`config.mk`:
```
export PLATFORM = sky130hd
export DESIGN_NAME = uart_tx_serializer
export DESIGN_NICKNAME = d
export VERILOG_FILES = /design/src/rtl/uart_tx_serializer.sv
export SDC_FILE = /design/constraint.sdc
export NUM_CORES = 1
export LEC_CHECK = 0
export BUFFER_PORTS_ARGS = -buffer_cell sky130_fd_sc_hd__buf_2
export CAP_MARGIN = 20
export CORE_ASPECT_RATIO = 0.8
export CORE_MARGIN = 2
export CORE_UTILIZATION = 36
export CTS_CLUSTER_DIAMETER = 80
export CTS_CLUSTER_SIZE = 16
export DETAILED_ROUTE_END_ITERATION = 10
export PLACE_DENSITY = 0.51
export SYNTH_ARGS = -nofsm -noshare
export SYNTH_HDL_FRONTEND = slang
export SYNTH_SLANG_ARGS = --single-unit
```
`constraint.sdc`:
```
create_clock -name clk -period 2.75 [get_ports clk]
set_clock_uncertainty 0.05 [all_clocks]
set_input_delay 0.275 -clock clk [delete_from_list [all_inputs] [get_ports clk]]
set_output_delay 0.275 -clock clk [all_outputs]
set_load 0.01 [all_outputs]
```
`src/rtl/uart_tx_serializer.sv`:
```
// uart_tx_serializer
//   Byte-wide UART transmitter. A request accepted in IDLE is sent as one
//   frame: start bit, 8 data bits LSB first, an optional parity bit and 1 or 2
//   stop bits. Bit timing comes from an internal baud counter dividing clk.
//
// Ports
//   clk       in   1  system clock, rising edge
//   reset     in   1  asynchronous active-low reset
//   tx_start  in   1  send request, sampled only while idle
//   tx_data   in   8  byte to send, captured when tx_start is accepted
//   tx_busy   out  1  high while a frame is in progress
//   tx_done   out  1  one-cycle pulse during the last cycle of the final stop bit
//   tx        out  1  serial line, idles high
module uart_tx_serializer #(
  parameter int CLK_FREQUENCY = 100_000_000,
  parameter int BAUD_RATE     = 115_200,
  parameter int PARITY_EN     = 0,
  parameter int PARITY_ODD    = 0,
  parameter int STOP_BITS     = 1
) (
  input  logic       clk,
  input  logic       reset,
  input  logic       tx_start,
  input  logic [7:0] tx_data,
  output logic       tx_busy,
  output logic       tx_done,
  output logic       tx
);

  localparam int BAUD_DIV = CLK_FREQUENCY / BAUD_RATE;
  localparam int CNT_W    = (BAUD_DIV > 1) ? $clog2(BAUD_DIV) : 1;

  localparam logic [CNT_W-1:0] TICK_VAL     = CNT_W'(BAUD_DIV - 1);
  localparam logic [CNT_W-1:0] PRE_TICK_VAL = CNT_W'(BAUD_DIV - 2);
  localparam logic             STOP_LAST    = 1'(STOP_BITS - 1);
  localparam logic             ODD_SEL      = 1'(PARITY_ODD);

  localparam logic [2:0] S_IDLE   = 3'd0;
  localparam logic [2:0] S_START  = 3'd1;
  localparam logic [2:0] S_DATA   = 3'd2;
  localparam logic [2:0] S_PARITY = 3'd3;
  localparam logic [2:0] S_STOP   = 3'd4;

  logic [2:0]       r_state;
  logic [CNT_W-1:0] r_baud_cnt;
  logic [2:0]       r_bit_idx;
  logic             r_stop_cnt;
  logic [7:0]       r_shift;
  logic             r_parity;
  logic             r_tx;
  logic             r_busy;
  logic             r_done;

  logic w_tick;
  logic w_last_stop;
  logic w_done_next;

  assign w_tick      = (r_baud_cnt == TICK_VAL);
  assign w_last_stop = (r_stop_cnt == STOP_LAST);
  // tx_done must be high during the tick cycle itself, so it is registered one
  // cycle early, when the counter is one short of the final bit-end tick.
  assign w_done_next = (r_state == S_STOP) && w_last_stop && (r_baud_cnt == PRE_TICK_VAL);

  // Every output is driven from its own flop, and each transition loads the
  // line value of the state being entered so tx changes exactly on bit edges.
  always_ff @(posedge clk or negedge reset) begin
    if (!reset) begin
      r_state    <= S_IDLE;
      r_baud_cnt <= '0;
      r_bit_idx  <= '0;
      r_stop_cnt <= 1'b0;
      // NOTE: the shift register is small and the reset state is part of the
      // block's contract, so it is cleared along with the control state.
      r_shift    <= '0;
      r_parity   <= 1'b0;
      r_tx       <= 1'b1;
      r_busy     <= 1'b0;
      r_done     <= 1'b0;
    end else begin
      // NOTE: state is updated with non-blocking assignments so every branch
      // below sees the values from the start of the cycle.
      r_done <= w_done_next;

      if (r_state != S_IDLE) begin
        r_baud_cnt <= w_tick ? '0 : r_baud_cnt + CNT_W'(1);
      end

      case (r_state)
        S_IDLE: begin
          if (tx_start) begin
            r_state    <= S_START;
            r_shift    <= tx_data;
            r_parity   <= (^tx_data) ^ ODD_SEL;
            r_baud_cnt <= '0;
            r_tx       <= 1'b0;
            r_busy     <= 1'b1;
          end
        end

        S_START: begin
          if (w_tick) begin
            r_state   <= S_DATA;
            r_bit_idx <= '0;
            r_tx      <= r_shift[0];
          end
        end

        S_DATA: begin
          if (w_tick) begin
            r_shift <= {1'b0, r_shift[7:1]};
            if (r_bit_idx == 3'd7) begin
              if (PARITY_EN != 0) begin
                r_state <= S_PARITY;
                r_tx    <= r_parity;
              end else begin
                r_state    <= S_STOP;
                r_stop_cnt <= 1'b0;
                r_tx       <= 1'b1;
              end
            end else begin
              r_bit_idx <= r_bit_idx + 3'd1;
              // Next data bit is shift[1]; the shifted copy lands this edge.
              r_tx      <= r_shift[1];
            end
          end
        end

        S_PARITY: begin
          if (w_tick) begin
            r_state    <= S_STOP;
            r_stop_cnt <= 1'b0;
            r_tx       <= 1'b1;
          end
        end

        S_STOP: begin
          if (w_tick) begin
            if (w_last_stop) begin
              r_state <= S_IDLE;
              r_busy  <= 1'b0;
              r_tx    <= 1'b1;
            end else begin
              r_stop_cnt <= r_stop_cnt + 1'b1;
            end
          end
        end

        default: begin
          r_state <= S_IDLE;
          r_busy  <= 1'b0;
          r_tx    <= 1'b1;
        end
      endcase
    end
  end

  assign tx      = r_tx;
  assign tx_busy = r_busy;
  assign tx_done = r_done;

endmodule

```
==> impl_metrics.csv <==
group,metric,value,unit
synthesis,synth_flop_cell,"dfrtp_1",
final_layout,final_layout_size_suffix_gt1_share,26.1,%
clocking,cts_root_buf,"clkbuf_8",
sta,maxSlewHeadroom,58.3,%
floorplan,core_area,0.00385,mm²
floorplan,start_util,38.0,%
clocking,clockBufferDepth,2,
power_and_ir_drop,finalPower,661,µW
synthesis,ys_seq_area_share,46.2,%
clocking,cts_buffers,3,
final_layout,final_core_util,42.8,%
sta,final_max_slew_viol_count,0,
floorplan,chipHeight,61.1,µm
clocking,clock_latency,0.28,ns
routing,vias_per_cell,5.26,
synthesis,synth_top_family_by_area,"simple AND/OR/NAND/NOR gates",
sta,hold_violations,0,
critical_path,slowest_stage,"nor4b_1",
grt,antenna_found_initial,0,
grt,grt_pass1_wl,5010,µm
routing,ant_nets,0,
synthesis,synth-seq-cells,27,
final_layout,mostFrequentLayoutCell,"dfrtp_1",
critical_path,startpoint_type,"register",
sta,final-setup-viol-count,0,
clocking,ctsResizeCount,0,
sta,fin_setup_tns,0,ns
critical_path,critPathKind,"register to register",
synthesis,postSynth.asyncResetShare,100,%
synthesis,synth_edf_count,0,
min_path,min_path_type,"input port to register",
routing,drc_errors,0,
synthesis,syn_avg_cell_area,10.1,µm²
final_layout,area_growth,12.6,%
job,cap_violations,0,
synthesis,syn-num-nets,160,
routing,wl_per_cell,13.5,µm
synthesis,yosysWarnings,0,
sta,fmax,442,MHz
synthesis,yosysUniqueCellTypes,40,
final_layout,diodes,0,
grt,track_usage,14.5,%
critical_path,critPathCaptureType,"register",
clocking,clock-sinks,27,
status,status,"completed",
synthesis,synth_simple_gate_area_share,21.0,%
clocking,htree_levels,1,
grt,grt_max_degree,28,
final_layout,n_fill_cell,388,
final_layout,fin_area,0.00165,mm²
synthesis,syn_area,0.00147,mm²
floorplan,rows,20,
clocking,clkSlewWorstSetupHoldPaths,0.09,ns
synthesis,synth-compound-area-share,15.2,%
synthesis,synth_xor_xnor_area_share,0,%
power_and_ir_drop,peakVddDrop,199,µV
synthesis,synth_cells,145,
grt,overflow,0,
clocking,postCtsSetupRepairBufs,0,
sta,timing.final.crit_share,82.3,%
floorplan,die_area,0.00460,mm²
sta,fin_crit,2.26,ns
place,place.port_buffers,13,
critical_path,required,2.87,ns
floorplan,num_io_pins,14,
critical_path,path_max_fanout,10,
routing,drt_iter0_drc,106,
floorplan,die_w,75.3,µm
critical_path,worstPathArrival,2.38,ns
power_and_ir_drop,power_density,401,mW/mm²
synthesis,synthMuxAreaShare,12.1,%
place,gp_congestion,0.798,
routing,via_count,1137,
critical_path,path_cells,"nor4b_1 -> nand3_2 -> o21ai_2 -> mux2_2",
critical_path,path_buf_inv,0,
clocking,cts_tree,"built",
place,dp_hpwl,2100,µm
final_layout,final_nets,177,
critical_path,slowest_delay,0.50,ns
synthesis,synthAdderAreaFrac,3.42,%
sta,whs,0.221,ns
sta,grt_setup_unrepaired,"false",
routing,first_pass_iters,4,
sta,tightest_slew,0.625,ns
grt,grt_pass1_vias,1024,
critical_path,critPathTopFamily,"simple AND/OR/NAND/NOR gates",
routing,drt-total-wl,2930,µm
power_and_ir_drop,cellLeakagePower,0.689,nW
final_layout,layout_common_cells,"dfrtp_1 (26), nand2_1 (16), nor2_1 (15)",
place,place_area,0.00160,mm²
timing repair:
item / 4_1_cts / 5_1_grt
hold buffers: 1 / 0
endpoints found under the setup margin: 0 / 0
endpoints found under the hold margin: 26 / 0
metal layers:
layer  up-vias  global-route usage [%]  wire, µm
met5         -                       0         0
met4         0                    3.76        30
met3         4                    3.44       140
met2        27                    20.6      1230
met1       542                    22.1      1530
li1        564                       -         -
through the flow:
stage	instances	setup slack, ns
after floorplan	145	0.788
after global placement	211	0.574
after detailed placement	211	0.505
after CTS	216	0.487
after global routing	216	0.277
final	216	0.487
area by class of cell:
class                   count  area [µm²]  share of cell area (%)
flip-flops and latches     27         677                    41.0
well taps                  55        68.8                    4.17
inverters                   5        18.8                    1.14
repair buffers             15        82.6                    5.00
multi-input cells         110         758                    45.9
clock buffers               4        45.0                    2.73
sequential cells by signal (all words and copies together) (netlist names):
name and cells:
r_baud_cnt 10, r_bit_idx 3, r_shift 8, r_state 3, tx 1, tx_busy 1
tx_done 1
synth_stat cells (all sizes together) (3+ instances only):
| library cell | number | area (µm²) |
|---|---|---|
| dfrtp | 26 | 651 |
| nand2 | 16 | 60.1 |
| nor2 | 15 | 56.3 |
| mux2 | 14 | 158 |
| o21ai | 12 | 63.8 |
| nor3 | 7 | 35.0 |
| nand3 | 6 | 35.0 |
| inv | 5 | 18.8 |
| ha | 4 | 50.1 |
| a21oi | 3 | 15.0 |
| a22o | 3 | 26.3 |
| a31o | 3 | 26.3 |
| clkbuf | 3 | 11.3 |
| or4 | 3 | 26.3 |
worst paths after layout:
check | startpoint | to | slack, ns | cells after the start
max | r_baud_cnt[4] | r_shift[0] | 0.49 | 4
min | tx_data[7] | r_shift[7] | 0.22 | 3
max reg2reg | r_baud_cnt[4] | r_shift[0] | 0.49 | 4
min reg2reg | r_shift[2] | r_shift[2] | 0.46 | 1
max in group asynchronous | reset | r_bit_idx[2] | 1.75 | 2
min in group asynchronous | reset | r_baud_cnt[9] | 0.49 | 2
cells by family (layout without fill, tap and decap cells):
| logic type | after synthesis | count (layout) |
|---|---|---|
| and+or+nand+nor | 59 | 59 |
| adders and majority gates | 4 | 4 |
| DFF | 27 | 27 |
| muxes | 16 | 16 |
| buffers and inverters | 8 | 24 |
| AOI/OAI and AO/OA | 31 | 31 |
power breakdown:
group | switching [mW] | internal [mW]
registers | 0.00235 | 0.401
logic | 0.0136 | 0.0130
clock network | 0.127 | 0.104
tightest hold or removal path: stages:
cell     delay [ns]
buf_2          0.08
nand4_1        0.08
o21ai_0        0.08
(Power assumes the default switching activity.)
